===== src/rtl/controlador_varredura.sv =====
// Scan controller for a 4-digit multiplexed display: walks the nibble select through
// the enabled digits, blanks on every digit change and reloads the display word per frame.
module controlador_varredura #(
    parameter int DIV   = 50000,
    parameter int BLANK = 2000
) (
    input  logic        clk,
    input  logic        reset,
    input  logic        enable,
    input  logic [3:0]  digit_mask,
    input  logic [15:0] dados_in,
    output logic [15:0] dados_out,
    output logic [1:0]  sel,
    output logic [3:0]  digito_n,
    output logic        frame_tick
);

    localparam int CW = (DIV > 1) ? $clog2(DIV) : 1;

    typedef enum logic [1:0] {
        S_IDLE  = 2'd0,
        S_BLANK = 2'd1,
        S_SHOW  = 2'd2
    } state_t;

    state_t        state_r;
    logic [CW-1:0] cnt_r;
    logic [3:0]    mask_r;
    logic [1:0]    nxt_s;
    logic          wrap_s;

    function automatic logic [1:0] lowest_idx(input logic [3:0] m);
        logic [1:0] r;
        casez (m)
            4'b???1: r = 2'd0;
            4'b??10: r = 2'd1;
            4'b?100: r = 2'd2;
            4'b1000: r = 2'd3;
            default: r = 2'd0;
        endcase
        return r;
    endfunction

    // First enabled index strictly after cur, wrapping; returns cur itself if it is the only one.
    function automatic logic [1:0] next_idx(input logic [3:0] m, input logic [1:0] cur);
        logic [1:0] r;
        logic [1:0] idx;
        logic       found;
        r     = cur;
        found = 1'b0;
        for (int k = 1; k <= 4; k++) begin
            idx = cur + 2'(k);
            if (!found && m[idx]) begin
                r     = idx;
                found = 1'b1;
            end else begin
                found = found;
            end
        end
        return r;
    endfunction

    assign nxt_s  = next_idx(mask_r, sel);
    assign wrap_s = (nxt_s <= sel);

    // Scan state machine with all outputs registered.
    always_ff @(posedge clk or posedge reset) begin
        if (reset) begin
            state_r    <= S_IDLE;
            cnt_r      <= '0;
            mask_r     <= 4'h0;
            sel        <= 2'd0;
            digito_n   <= 4'hF;
            dados_out  <= 16'h0000;
            frame_tick <= 1'b0;
        end else begin
            frame_tick <= 1'b0;
            if (!enable) begin
                state_r  <= S_IDLE;
                cnt_r    <= '0;
                sel      <= 2'd0;
                digito_n <= 4'hF;
            end else begin
                case (state_r)
                    S_IDLE: begin
                        digito_n <= 4'hF;
                        sel      <= 2'd0;
                        if (digit_mask != 4'h0) begin
                            mask_r    <= digit_mask;
                            dados_out <= dados_in;
                            sel       <= lowest_idx(digit_mask);
                            cnt_r     <= '0;
                            state_r   <= S_BLANK;
                        end else begin
                            state_r <= S_IDLE;
                        end
                    end
                    S_BLANK: begin
                        cnt_r <= cnt_r + CW'(1);
                        if (cnt_r == CW'(BLANK - 1)) begin
                            state_r  <= S_SHOW;
                            digito_n <= ~(4'b0001 << sel);
                        end else begin
                            digito_n <= 4'hF;
                        end
                    end
                    S_SHOW: begin
                        if (cnt_r == CW'(DIV - 1)) begin
                            cnt_r    <= '0;
                            digito_n <= 4'hF;
                            if (wrap_s) begin
                                // Frame boundary: the new word and mask take effect together.
                                frame_tick <= 1'b1;
                                dados_out  <= dados_in;
                                mask_r     <= digit_mask;
                                if (digit_mask == 4'h0) begin
                                    state_r <= S_IDLE;
                                    sel     <= 2'd0;
                                end else begin
                                    state_r <= S_BLANK;
                                    sel     <= lowest_idx(digit_mask);
                                end
                            end else begin
                                state_r <= S_BLANK;
                                sel     <= nxt_s;
                            end
                        end else begin
                            cnt_r <= cnt_r + CW'(1);
                        end
                    end
                    default: begin
                        state_r  <= S_IDLE;
                        cnt_r    <= '0;
                        sel      <= 2'd0;
                        digito_n <= 4'hF;
                    end
                endcase
            end
        end
    end

endmodule


===== config.mk =====
export PLATFORM = sky130hd
export DESIGN_NAME = controlador_varredura
export DESIGN_NICKNAME = d
export VERILOG_FILES = /design/src/rtl/controlador_varredura.sv
export SDC_FILE = /design/constraint.sdc
export NUM_CORES = 1
export LEC_CHECK = 0
export ABC_AREA = 1
export ABC_CLOCK_PERIOD_IN_PS = 5400
export CAP_MARGIN = 0
export CELL_PAD_IN_SITES_DETAIL_PLACEMENT = 2
export CELL_PAD_IN_SITES_GLOBAL_PLACEMENT = 2
export CORE_ASPECT_RATIO = 1.4
export CORE_MARGIN = 2
export CORE_UTILIZATION = 32
export DETAILED_ROUTE_END_ITERATION = 10
export PLACE_DENSITY = 0.84
export SLEW_MARGIN = 20
export SYNTH_ARGS = -nofsm -noshare
export SYNTH_HDL_FRONTEND = slang
export SYNTH_SLANG_ARGS = --single-unit

===== constraint.sdc =====
create_clock -name clk -period 5.4 [get_ports clk]
set_clock_uncertainty 0.05 [all_clocks]
set_input_delay 0.54 -clock clk [delete_from_list [all_inputs] [get_ports clk]]
set_output_delay 0.54 -clock clk [all_outputs]
set_load 0.02 [all_outputs]

==> metrics.md, run 1 <==
| Metric | Value |
|---|---|
| Core Util, Final | `41.0%` |
| Final slew viol count | `0` |
| Hold_buf cts | `0` |
| Total Power | `between 1.5 and 2 mW` |
| Final setup vio count | `0` |
| Final Instance Area | `3300 µm²` |
| Final Hold Fails | `0` |
| Die area | `about 9000 µm²` |
| # IOs | `46` |
| Detailed Route WL | `7870 µm` |
| Crit-path max FO | `24` |
| Core region area | `between 8000 and 9000 µm²` |
| All-Layer GR Usage | `about 19%` |
| Total CTS buffers | `5` |
| Site row count | `39` |
| Chip height | `111 µm` |
| DR pass1 iterations | `4` |
| HPWL Detailed | `6150 µm` |
| Register area share after synthesis | `43.2%` |
| FF-to-FF End | `mask_r[1]` |
| Met1 WL | `2820 µm` |
| # Post-CTS Setup Buffers | `0` |
| Status | `complete, no violations` |
| # diodes | `0` |
| Hold Startpoint | `dados_out[10]` |
| Largest net degree at the start of global routing | `46` |
| Hold path endpoint | `dados_out[10]` |
| Area leader, netlist | `dfrtp_1` |
| Layout cells sized above 1 | `a little under a tenth` |
| Routability cong. | `0.809` |
| Root Driver | `clkbuf_16` |
| Worst R2R Setup Slack | `about 1600 ps` |
| Post-cts sizing count | `0` |
| Pwr dens | `503 nW/µm²` |
| Worst r2r src | `sel[0]` |
| PortBufs | `45` |
| Pre-CTS WS | `~1600 ps` |
| Max Freq | `0.262 GHz` |
| Vias in the first global route | `2,793` |
| Unrepaired setup endpoints after global routing | `false` |
| Via/cell ratio | `4.95` |
| DR WL/cell | `15.9 µm` |
| Mapped Nets | `379` |
| Hold Crit Class | `reg2reg` |
| Minimum clock period | `3820 ps` |
| Worst Path Arrival | `3950 ps` |
| Vias | `2,446` |
| Placed cell area | `approximately 3200 µm²` |
| R2R cell count | `20` |
| Iteration-0 DRC Markers | `67` |
| CTS max path bufs | `2` |
| DR DRC count | `0` |
| Max-cap violations | `0` |
| H-tree Lvls | `2` |
| Nets | `426` |
| Die X | `between 80 and 90 µm` |
| Final worst slack | `~1600 ps` |
| Pleak | `approximately 1.5 nW` |
| Worst-path clk slew | `about 70 ps` |
| CP startpoint kind | `register` |
| Post-synth top area share | `39.1%` |
| Metal3 WL | `about 130 µm` |
| WP data required | `5530 ps` |
| Cells after synthesis | `between 300 and 400` |
| Max-slew headroom | `44.4%` |
| Starting Density | `approximately 33%` |
| Final period utilization | `70.7%` |
| Antenna violations before repair | `0` |
| Worst Setup Path Type | `reg2reg` |
| Slew at the pin with the worst max-slew slack | `between 800 and 900 ps` |
| YS warnings | `0` |
| Area grow syn2layout | `26.1%` |
| Synth area leaders | `dfrtp_1 (39%), nand2_1 (15%), nand3_1 (7.8%)` |
| VDD IR max | `0.243 mV` |
| CTS tree | `yes` |
| # clock sinks | `45` |
| Setup crit end kind | `register` |
| Yosys reg bits | `45` |
| Cells on Worst Hold Path | `2` |
| DR top layer | `met4` |
| Avg Cell Area, Syn | `7.62 µm²` |
| Netlist cell types | `33` |
| Aggregate negative setup slack | `0 ps` |
| Global route total overflow | `0` |
| Skew-Pair Late Insertion Delay | `300 ps` |
| Routed wl met2 | `4650 µm` |
| First-pass GRT wire length | `13,300 µm` |
| Post-Syn Area | `2620 µm²` |
| Antenna-violating nets left | `0` |
## kinds of logic (layout without fill, tap and decap cells)
logic type | after synthesis | count (layout) | share of synthesized area, %
simple gates | 206 | 206 | 35.6
buf+inv | 49 | 97 | 7.92
flops | 45 | 45 | 43.2
compound gates | 27 | 27 | 5.92
fa+ha+maj | 12 | 12 | 5.73
xor+xnor | 5 | 5 | 1.67
## per-layer routing
metal	GRT usage (%)	vias up
li1	-	1189
met2	38.0	31
met4	8.59	0
met5	0	-
met1	19.0	1210
met3	3.09	16
## flip-flops by register name, indices dropped and copies added, names as in the netlist
name	count
digito_n	4
mask_r	4
dados_out	16
sel	2
cnt_r	16
frame_tick	1
state_r	2
## cell type report
cell class | instances | area (µm²)
flip-flops and latches | 45 | 1130
clock inverters | 3 | 21.3
multi-input cells | 250 | 1280
inverters | 44 | 166
clock buffers | 5 | 125
repair buffers | 45 | 450
well taps | 102 | 128
fillers | 969 | 4750
## cells in the mapped netlist (all sizes together)
master / count
ha: 12
inv: 43
nor3: 9
o22ai: 2
and3b: 1
nand3: 43
nor2: 33
xor2: 3
a21oi: 7
o21ai: 17
nand4: 7
nand2: 110
dfstp: 4
dfrtp: 41
clkinv: 1
a211oi: 1
buf: 5
xnor2: 2
or2: 2
nor2b: 1
## critical path: stages, from the launching register on
cell and delay [ps]:
dfrtp_1 570, inv_2 150, ha_1 360, inv_1 90
nand3_1 130, nand2_1 90, inv_1 110, nand3_1 100
nand2_1 100, nand2_1 70, ha_1 290, nand2_1 80
nand2_1 60, nand2_2 80, inv_2 50, nand2_1 80
nand2_1 70, nor2_2 570, nand2_4 330, nor2_1 220
a21oi_2 40
## layout by cell type (no fill, tap or decap), types with 2 or more instances in the layout
cell type,instances
clkinv_2,2
nor2_2,3
o21ai_0,13
dfrtp_1,41
xor2_1,3
nor3_2,2
nand2_4,3
xnor2_1,2
nand4_1,7
nand2_1,104
nor2_1,30
o22ai_1,2
inv_2,5
nand3_1,41
nand2_2,3
nor3_1,7
a21oi_1,6
ha_1,12
dfstp_2,4
inv_1,37
o21ai_2,3
clkbuf_16,5
clkdlybuf4s50_1,45
## metrics by stage
step	std cells	hold slack (ps)
3_3_place_gp	486	408
6_report	494	423
3_5_place_dp	486	412
4_1_cts	494	429
5_1_grt	494	463
2_1_floorplan	344	427
## power breakdown
group / total (mW) / switching, mW / internal, mW
Combinational: 0.860 / 0.544 / 0.316
Clock: 0.314 / 0.142 / 0.173
Sequential: 0.489 / 0.0653 / 0.424
Total: 1.66 / 0.751 / 0.913
## how the worst max path moves through the flow
stage / slack, ps / endpoint / from
final: 1580 / mask_r[1] / sel[0]
after global routing: 1150 / mask_r[1] / sel[0]
after CTS: 1560 / dados_out[6] / sel[0]
after detailed placement: 1590 / mask_r[1] / sel[0]
after global placement: 1840 / mask_r[1] / sel[0]
after floorplan: 2440 / dados_out[0] / sel[0]
Power figures use the tool's default switching activity.
==> inputs of run 2 (changes only) <==
--- a/config.mk
+++ b/config.mk
@@ -6,15 +6,15 @@
 export NUM_CORES = 1
 export LEC_CHECK = 0
 export ABC_AREA = 1
-export ABC_CLOCK_PERIOD_IN_PS = 5400
+export ABC_CLOCK_PERIOD_IN_PS = 4000
 export CAP_MARGIN = 0
 export CELL_PAD_IN_SITES_DETAIL_PLACEMENT = 2
 export CELL_PAD_IN_SITES_GLOBAL_PLACEMENT = 2
 export CORE_ASPECT_RATIO = 1.4
 export CORE_MARGIN = 2
-export CORE_UTILIZATION = 32
+export CORE_UTILIZATION = 30
 export DETAILED_ROUTE_END_ITERATION = 10
-export PLACE_DENSITY = 0.84
+export PLACE_DENSITY = 0.79
 export SLEW_MARGIN = 20
 export SYNTH_ARGS = -nofsm -noshare
 export SYNTH_HDL_FRONTEND = slang
==> constraint.sdc (replaced) <==
create_clock -name clk -period 4 [get_ports clk]
set_clock_uncertainty 0.05 [all_clocks]
set_input_delay 0.4 -clock clk [delete_from_list [all_inputs] [get_ports clk]]
set_output_delay 0.4 -clock clk [all_outputs]
set_load 0.02 [all_outputs]
==> run 2 against run 1 <==
Effect of this change:
- critical path depth up 1
- total power rose by 39%
- maximum frequency up 15%
- largest power group unchanged
- highest routed layer unchanged
==> metrics.md, run 2 (synthesized netlist as in run 1, its figures left out) <==
| Metric | Value |
|---|---|
| Layout cells sized above 1 | `9.16% (was 9.18%)` |
| Chip height | `115 µm (was 111 µm)` |
| Worst Path Arrival | `3440 ps (was 3950 ps)` |
| Final setup vio count | `0 (unchanged)` |
| Crit path from | `sel[0] (unchanged)` |
| # Post-CTS Setup Buffers | `0 (unchanged)` |
| Die area | `9510 µm² (was 8940 µm²)` |
| Die X | `83 µm (was 80.5 µm)` |
| Max-cap violations | `0 (unchanged)` |
| Nets | `427 (was 426)` |
| Final slew viol count | `0 (unchanged)` |
| Vias | `2,463 (was 2,446)` |
| # IOs | `46 (unchanged)` |
| Unrepaired setup endpoints after global routing | `false (unchanged)` |
| Largest regs | `cnt_r: 16 flops, dados_out: 16 flops (unchanged)` |
| Via/cell ratio | `4.95 (about the same)` |
| Hold Crit Class | `reg2reg (unchanged)` |
| Pleak | `1.55 nW (was 1.53 nW)` |
| Footprint of the multi-input gates | `1280 µm² (unchanged)` |
| Core region area | `8560 µm² (was 8050 µm²)` |
| DR WL/cell | `16.0 µm (was 15.9 µm)` |
| CP startpoint kind | `register (unchanged)` |
| Max Freq | `0.301 GHz (was 0.262 GHz)` |
| CTS max path bufs | `2 (unchanged)` |
| Pre-CTS WS | `677 ps (was 1590 ps)` |
| PortBufs | `45 (unchanged)` |
| Total CTS buffers | `5 (unchanged)` |
| Root Driver | `clkbuf_16 (unchanged)` |
| Worst Setup Path Type | `reg2reg (unchanged)` |
| Max-slew headroom | `45.6% (was 44.4%)` |
| Starting Density | `30.6% (was 32.6%)` |
| WP data required | `4120 ps (was 5530 ps)` |
| VDD IR max | `0.302 mV (was 0.243 mV)` |
| Sequential standard cell area | `1130 µm² (unchanged)` |
| HPWL Detailed | `6270 µm (was 6150 µm)` |
| Most common cell after layout, fill and taps aside | `nand2_1 (unchanged)` |
| First-pass GRT wire length | `13,600 µm (was 13,300 µm)` |
| Status | `complete, no violations (unchanged)` |
| Most frequent cells in the layout | `nand2_1 (104), clkdlybuf4s50_1 (45), nand3_1 (41), dfrtp_1 (41), inv_1 (37) (unchanged)` |
| Final period utilization | `83.1% (was 70.7%)` |
| Hold slack | `422 ps (was 423 ps)` |
| Site row count | `40 (was 39)` |
| H-tree Lvls | `2 (unchanged)` |
| All-Layer GR Usage | `18.0% (was 19.4%)` |
| FILL cells | `1,001 (was 969)` |
| Pwr dens | `690 nW/µm² (was 503 nW/µm²)` |
| Global route total overflow | `0 (unchanged)` |
| Final Instance Area | `3340 µm² (was 3300 µm²)` |
| Setup crit end kind | `register (unchanged)` |
| # clock sinks | `45 (unchanged)` |
| Antenna violations before repair | `0 (unchanged)` |
| Detailed Route WL | `7970 µm (was 7870 µm)` |
| Routability cong. | `0.861 (was 0.809)` |
| # placed instances | `490 (was 486)` |
| CTS tree | `yes (unchanged)` |
| Iteration-0 DRC Markers | `65 (was 67)` |
| Worst-path clk slew | `60 ps (was 70 ps)` |
| DR DRC count | `0 (unchanged)` |
| Minimum clock period | `3320 ps (was 3820 ps)` |
| Area grow syn2layout | `27.5% (was 26.1%)` |
| R2R cell count | `21 (was 20)` |
| Placed cell area | `3170 µm² (was 3160 µm²)` |
| Hold_buf cts | `0 (unchanged)` |
| DR pass1 iterations | `3 (was 4)` |
| Final worst slack | `677 ps (was 1580 ps)` |
| Post-cts sizing count | `0 (unchanged)` |
| Antenna-violating nets left | `0 (unchanged)` |
| # diodes | `0 (unchanged)` |
| CP endpoint | `mask_r[1] (unchanged)` |
| Largest net degree at the start of global routing | `46 (unchanged)` |
| Hold Startpoint | `dados_out[5] (was dados_out[10])` |
| Aggregate negative setup slack | `0 ps (unchanged)` |
| Vias in the first global route | `2,776 (was 2,793)` |
| Skew-Pair Late Insertion Delay | `290 ps (was 300 ps)` |
| FF-to-FF End | `mask_r[1] (unchanged)` |
| Worst r2r src | `sel[0] (unchanged)` |
| Worst R2R Setup Slack | `680 ps (was 1580 ps)` |
| Core Util, Final | `39.0% (was 41.0%)` |
| Finished Layout Cells | `498 (was 494)` |
| Crit-path max FO | `24 (unchanged)` |
| Cells on Worst Hold Path | `2 (unchanged)` |
| Final Hold Fails | `0 (unchanged)` |
| Total Power | `2.31 mW (was 1.66 mW)` |
| Slew at the pin with the worst max-slew slack | `816 ps (was 833 ps)` |
## run 2: report_power, final
| group | total (mW) | leakage (nW) | internal (mW) | switching, mW |
|---|---|---|---|---|
| Clock | 0.488 | 0.0841 | 0.312 | 0.176 |
| Combinational | 1.16 | 0.888 | 0.432 | 0.724 |
| Sequential | 0.662 | 0.578 | 0.573 | 0.0886 |
| Total | 2.31 | 1.55 | 1.32 | 0.988 |
## run 2: worst max-delay path: stages, from the launching register on
cell and delay (ps):
dfrtp_1 570, inv_2 150, ha_1 360, inv_1 80, nand3_1 130, nand2_1 100, inv_1 90, nand3_1 90
nand2_1 90, nand2_1 50, ha_1 280, nand2_1 70, nand2_1 60, nand2_2 80, inv_2 50, nand2_1 70
nand2_1 70, nor2_2 80, buf_4 230, nand2_4 210, nor2_1 190, a21oi_2 40
## run 2: how the worst min path moves through the flow
| stage | to | slack (ps) |
|---|---|---|
| 2_1_floorplan | mask_r[0] | 430 |
| 3_3_place_gp | dados_out[1] | 400 |
| 3_5_place_dp | dados_out[5] | 410 |
| 4_1_cts | dados_out[5] | 430 |
| 5_1_grt | dados_out[0] | 450 |
| 6_report | dados_out[5] | 420 |
## run 2: per-layer routing
metal  routed length [µm]  GRT usage (%)  up-vias
li1                     -              -     1196
met2                 4690           36.5       23
met4                  114           5.25        0
met5                    0              0        -
met1                 3020           18.7     1234
met3                  140           2.74       10
## run 2: layout make-up
class	count	area share, %
well taps	105	3.93
inverters	44	4.98
clock buffers	7	4.27
flip-flops and latches	45	33.8
multi-input cells	250	38.4
repair buffers	46	13.7
clock inverters	1	0.899
